$ cat config.mk
export PLATFORM = sky130hd
export DESIGN_NAME = sr_latch_capture
export DESIGN_NICKNAME = d
export VERILOG_FILES = /design/src/rtl/sr_latch_capture_pkg.sv /design/src/rtl/sync_ff_chain.sv /design/src/rtl/sr_latch_capture.sv
export VERILOG_INCLUDE_DIRS = /design/src /design/src/rtl
export SDC_FILE = /design/constraint.sdc
export NUM_CORES = 1
export LEC_CHECK = 0
export ABC_CLOCK_PERIOD_IN_PS = 2100
export CAP_MARGIN = 20
export CORE_MARGIN = 2
export CORE_UTILIZATION = 49
export CTS_CLUSTER_SIZE = 28
export DETAILED_ROUTE_END_ITERATION = 7
export HOLD_SLACK_MARGIN = 0.08
export PLACE_DENSITY = 0.71
export SYNTH_ARGS = -nofsm -noshare
export SYNTH_HDL_FRONTEND = slang
export SYNTH_SLANG_ARGS = --single-unit
$ cat constraint.sdc
create_clock -name clk -period 2.1 [get_ports clk]
set_input_delay 0.42 -clock clk [delete_from_list [all_inputs] [get_ports clk]]
set_output_delay 0.42 -clock clk [all_outputs]
set_load 0.1 [all_outputs]
$ cat src/rtl/sr_capture_defs.vh
// State encoding and synchronizer reset values shared by the sr_latch_capture slice.
`ifndef SR_CAPTURE_DEFS_VH
`define SR_CAPTURE_DEFS_VH

localparam logic [1:0] SR_ST_LOW       = 2'd0;
localparam logic [1:0] SR_ST_PEND_HIGH = 2'd1;
localparam logic [1:0] SR_ST_HIGH      = 2'd2;
localparam logic [1:0] SR_ST_PEND_LOW  = 2'd3;

// The latch powers up reset: Q low, Qn high.
localparam logic SR_SQ_RST  = 1'b0;
localparam logic SR_SQN_RST = 1'b1;

`endif

$ cat src/rtl/sr_latch_capture_pkg.sv
// Shared types for the SR latch capture stage: qualification FSM state enum.
package sr_latch_capture_pkg;

    `include "sr_capture_defs.vh"

    typedef enum logic [1:0] {
        ST_LOW       = SR_ST_LOW,
        ST_PEND_HIGH = SR_ST_PEND_HIGH,
        ST_HIGH      = SR_ST_HIGH,
        ST_PEND_LOW  = SR_ST_PEND_LOW
    } state_e;

endpackage

$ cat src/rtl/sync_ff_chain.sv
// Single-bit multi-flop synchronizer with synchronous reset to a chosen value.
module sync_ff_chain #(
    parameter int unsigned DEPTH   = 2,
    parameter logic        RST_VAL = 1'b0
) (
    input  logic clk,
    input  logic reset,
    input  logic d_i,
    output logic q_o
);

    logic [DEPTH-1:0] chain_q;

    always_ff @(posedge clk) begin
        if (reset) begin
            chain_q <= {DEPTH{RST_VAL}};
        end else begin
            chain_q <= {chain_q[DEPTH-2:0], d_i};
        end
    end

    assign q_o = chain_q[DEPTH-1];

endmodule

$ cat src/rtl/sr_latch_capture.sv
// Synchronizes NAND SR latch outputs, qualifies level changes and emits rise/fall pulses.
// Optional q==qn detection is built when SR_CAPTURE_ILLEGAL_DETECT_EN is defined.
module sr_latch_capture #(
    parameter int unsigned SYNC_STAGES   = 2,
    parameter int unsigned STABLE_CYCLES = 4,
    parameter int unsigned CNT_W         = 8
) (
    input  logic clk,
    input  logic reset,
    input  logic q_in,
    input  logic qn_in,
    output logic level,
    output logic rise,
    output logic fall,
    output logic busy,
    output logic illegal
);

    import sr_latch_capture_pkg::*;

    localparam logic [CNT_W-1:0] STABLE = CNT_W'(STABLE_CYCLES);

    logic             sq;
    logic             samp_valid;
    logic             samp_val;
    state_e           state_q;
    logic [CNT_W-1:0] cnt_q;
    logic [CNT_W-1:0] cnt_d;

    sync_ff_chain #(.DEPTH(SYNC_STAGES), .RST_VAL(SR_SQ_RST)) u_sync_q (
        .clk   (clk),
        .reset (reset),
        .d_i   (q_in),
        .q_o   (sq)
    );

`ifdef SR_CAPTURE_ILLEGAL_DETECT_EN
    logic             sqn;
    logic [CNT_W-1:0] inv_cnt_q;
    logic [CNT_W-1:0] inv_cnt_d;

    sync_ff_chain #(.DEPTH(SYNC_STAGES), .RST_VAL(SR_SQN_RST)) u_sync_qn (
        .clk   (clk),
        .reset (reset),
        .d_i   (qn_in),
        .q_o   (sqn)
    );

    assign samp_valid = (sq != sqn);
    assign inv_cnt_d  = inv_cnt_q + CNT_W'(1);

    // Run length of consecutive q==qn samples; saturates at STABLE.
    always_ff @(posedge clk) begin
        if (reset) begin
            inv_cnt_q <= '0;
            illegal   <= 1'b0;
        end else if (samp_valid) begin
            inv_cnt_q <= '0;
            illegal   <= 1'b0;
        end else if (inv_cnt_q != STABLE) begin
            inv_cnt_q <= inv_cnt_d;
            illegal   <= (inv_cnt_d == STABLE);
        end
    end
`else
    logic unused_qn;

    assign unused_qn  = qn_in;
    assign samp_valid = 1'b1;
    assign illegal    = 1'b0;
`endif

    assign samp_val = sq;
    assign cnt_d    = cnt_q + CNT_W'(1);

    // Invalid samples leave state and counter untouched.
    always_ff @(posedge clk) begin
        if (reset) begin
            state_q <= ST_LOW;
            cnt_q   <= '0;
            level   <= 1'b0;
            rise    <= 1'b0;
            fall    <= 1'b0;
            busy    <= 1'b0;
        end else begin
            rise <= 1'b0;
            fall <= 1'b0;
            if (samp_valid) begin
                case (state_q)
                    ST_LOW: begin
                        if (samp_val) begin
                            if (STABLE_CYCLES == 1) begin
                                state_q <= ST_HIGH;
                                level   <= 1'b1;
                                rise    <= 1'b1;
                            end else begin
                                state_q <= ST_PEND_HIGH;
                                cnt_q   <= CNT_W'(1);
                                busy    <= 1'b1;
                            end
                        end
                    end
                    ST_PEND_HIGH: begin
                        if (!samp_val) begin
                            state_q <= ST_LOW;
                            cnt_q   <= '0;
                            busy    <= 1'b0;
                        end else if (cnt_d == STABLE) begin
                            state_q <= ST_HIGH;
                            cnt_q   <= '0;
                            busy    <= 1'b0;
                            level   <= 1'b1;
                            rise    <= 1'b1;
                        end else begin
                            cnt_q <= cnt_d;
                        end
                    end
                    ST_HIGH: begin
                        if (!samp_val) begin
                            if (STABLE_CYCLES == 1) begin
                                state_q <= ST_LOW;
                                level   <= 1'b0;
                                fall    <= 1'b1;
                            end else begin
                                state_q <= ST_PEND_LOW;
                                cnt_q   <= CNT_W'(1);
                                busy    <= 1'b1;
                            end
                        end
                    end
                    ST_PEND_LOW: begin
                        if (samp_val) begin
                            state_q <= ST_HIGH;
                            cnt_q   <= '0;
                            busy    <= 1'b0;
                        end else if (cnt_d == STABLE) begin
                            state_q <= ST_LOW;
                            cnt_q   <= '0;
                            busy    <= 1'b0;
                            level   <= 1'b0;
                            fall    <= 1'b1;
                        end else begin
                            cnt_q <= cnt_d;
                        end
                    end
                    default: begin
                        state_q <= ST_LOW;
                        cnt_q   <= '0;
                    end
                endcase
            end
        end
    end

endmodule

==> reports/summary.txt <==
initial DRC count -> 14
CTS Buf Count -> 3
GRT overflow -> 0
row cnt -> 14
Final setup viols -> 0
Post-Place Cells -> 111
Clock Skew -> 0.0155 ns
clock sink count -> 16
largest net degree at the start of global routing -> 18
final hold viol count -> 0
Non-Filler Instances -> 115
Post-Synthesis Cells -> 92
Routed Antenna Nets -> 0
cell family with most CP delay -> compound AO/OA/AOI/OAI gates
antenna cells -> 0
Ys Warns -> 0
register area share after synthesis -> 38.9%
setup_tns -> 0 ns
share of flip-flops with an asynchronous set or reset -> 0%
Area growth, synth to finish -> 11.7%
worst skew pair latency -> 0.30 ns
Syn Nets -> 98
Post-synth EDFFs -> 0
NumNets Final -> 106
slowest stage delay, CP -> 0.43 ns
Crit-path slowest cell -> dfxtp_1
die width -> 45.0 um
vias in the first global route -> 573
routed via count -> 665
Core Util, Final -> 59.7%
DRT Pass-1 Iters -> 4
crit-path max FO -> 6
Routed WL -> 1460 um
RSZ-0062 raised after global routing -> false
share of layout cells above drive strength 1 -> 19.2%
Post-CTS Setup Inserts -> 0
P_leak -> 0.333 nW
Tcrit/Tclk final -> 84.9%
#FFs+latches synth -> 16
Hold Buf Count CTS -> 0
CP required -> 2.28 ns
crit path time final -> 1.78 ns
Total GRT Usage -> 17.0%
CP Capture Type -> flip-flop
Initial Util -> 53.4%
# DRC -> 0
commonest non-fill, non-tap cells in the layout -> dfxtp_1, nor2_1, buf_4
DR vias/cell -> 5.78
WL per Instance -> 12.7 um
deepest clock path buffer count -> 2
VDD IR-drop max -> 0.437 mV
syn_area_per_cell -> 8.95 um2
status -> completed
hpwl dp -> 1050 um
RePlAce Congestion -> 0.795
die height -> 45.0 um
synthesized cell area -> 823 um2
CP startpoint kind -> flip-flop
core area -> 0.00154 mm2
initial antenna violation count -> 0
max-cap violations -> 0
WP data arrival -> 1.96 ns
CTS clock-pin slew for the worst setup and hold paths -> 0.10 ns
CP bufs+invs -> 0
post-CTS sizing -> 0
power per cell area -> 637 mW/mm2
Peak Freq -> 561 MHz
Cell Chain, Critical Path -> ha_1 -> nor4b_4 -> nand2_2 -> o31ai_4 -> mux2i_1 -> a21oi_1
Layout fillers -> 149
die area -> 0.00202 mm2
first-pass GRT wire length -> 2520 um
clock tree from TritonCTS -> done
Synth Flop Type -> dfxtp_1
crit path kind -> reg -> reg
Final Max Tran Viols -> 0
port bufs -> 6
H-tree depth -> 1
Top Ports -> 9
library cells used by synthesis -> 38
clk root buf -> clkbuf_4
commonest non-fill, non-tap cell in the layout -> dfxtp_1
Tightest Hold Check Type -> reg -> reg
## cell type report
cell class	count	area, um2	share of cell area, %
flip-flops and latches	16	320	34.8
inverters	2	7.51	0.816
well taps	16	20.0	2.18
clock buffers	4	36.3	3.95
repair buffers	8	65.1	7.07
multi-input cells	69	470	51.2
## state kept, by name, summed over array words and instances (netlist names), named ones only
| name | cells |
|---|---|
| u_sync_q.chain_q | 2 |
| state_q | 1 |
| busy | 1 |
| fall | 1 |
| cnt_q | 8 |
| rise | 1 |
| level | 1 |
## synth_stat cells (2+ instances only)
library cell / count / area (um2)
dfxtp_1: 16 / 320
nand3_1: 5 / 25.0
nor2b_1: 3 / 18.8
clkbuf_1: 2 / 7.51
inv_1: 2 / 7.51
nand2_2: 2 / 12.5
a311oi_1: 2 / 17.5
o21ai_0: 5 / 25.0
nor3_1: 4 / 20.0
nand2_1: 3 / 11.3
a21oi_1: 4 / 20.0
xnor2_1: 2 / 17.5
mux2i_1: 2 / 20.0
ha_1: 2 / 25.0
nor4b_1: 2 / 17.5
nor2_1: 13 / 48.8
and3_2: 2 / 15.0
## power breakdown
part           switching (mW)  leakage [nW]  internal (mW)
Clock                   0.101        0.0210          0.106
Combinational          0.0442         0.182         0.0179
Sequential            0.00706         0.130          0.310
Total                   0.152         0.333          0.434
## per-layer routing
| layer | part of all wire, % | up-vias | GRT usage (%) |
|---|---|---|---|
| li1 | - | 340 | - |
| met1 | 50 | 305 | 24.1 |
| met2 | 43 | 15 | 25.1 |
| met3 | 4.0 | 5 | 2.40 |
| met4 | 2.3 | 0 | 8.82 |
| met5 | 0 | - | 0 |
## cells by family after synthesis
family / Yosys count / synth area share, %
simple gates: 43 / 30.9
compound gates: 16 / 14.0
flops: 16 / 38.9
buf+inv: 7 / 3.95
xor+xnor: 4 / 5.17
fa+ha+maj: 3 / 4.25
mux: 2 / 2.43
other cells: 1 / 0.455
## worst paths after layout
kind	from	end	slack, ns	cells past startpoint
worst max-delay path	cnt_q[0]$_SDFFE_PP0P_	level$_SDFFE_PP0P_	0.32	6
worst max register to register	cnt_q[0]$_SDFFE_PP0P_	level$_SDFFE_PP0P_	0.32	6
worst min register to register	u_sync_q.chain_q[0]$_SDFF_PP0_	u_sync_q.chain_q[1]$_SDFF_PP0_	0.44	1
worst min-delay path	u_sync_q.chain_q[0]$_SDFF_PP0_	u_sync_q.chain_q[1]$_SDFF_PP0_	0.44	1
## per-stage QoR
stage,hold WS (ns),power (mW),area [um2],worst slack (ns)
3_5_place_dp,0.430,0.387,883,0.353
5_1_grt,0.457,0.609,920,0.156
4_1_cts,0.451,0.593,920,0.298
3_3_place_gp,0.418,0.385,883,0.395
6_report,0.443,0.586,920,0.316
2_1_floorplan,0.414,0.373,823,0.485
## worst register-to-register path, stage by stage, from the launching register on
cell and delay, ns:
dfxtp_1 0.43, ha_1 0.19, nor4b_4 0.25, nand2_2 0.11, o31ai_4 0.38, mux2i_1 0.23, a21oi_1 0.08
Note: power is estimated with default switching activity, not from simulation.
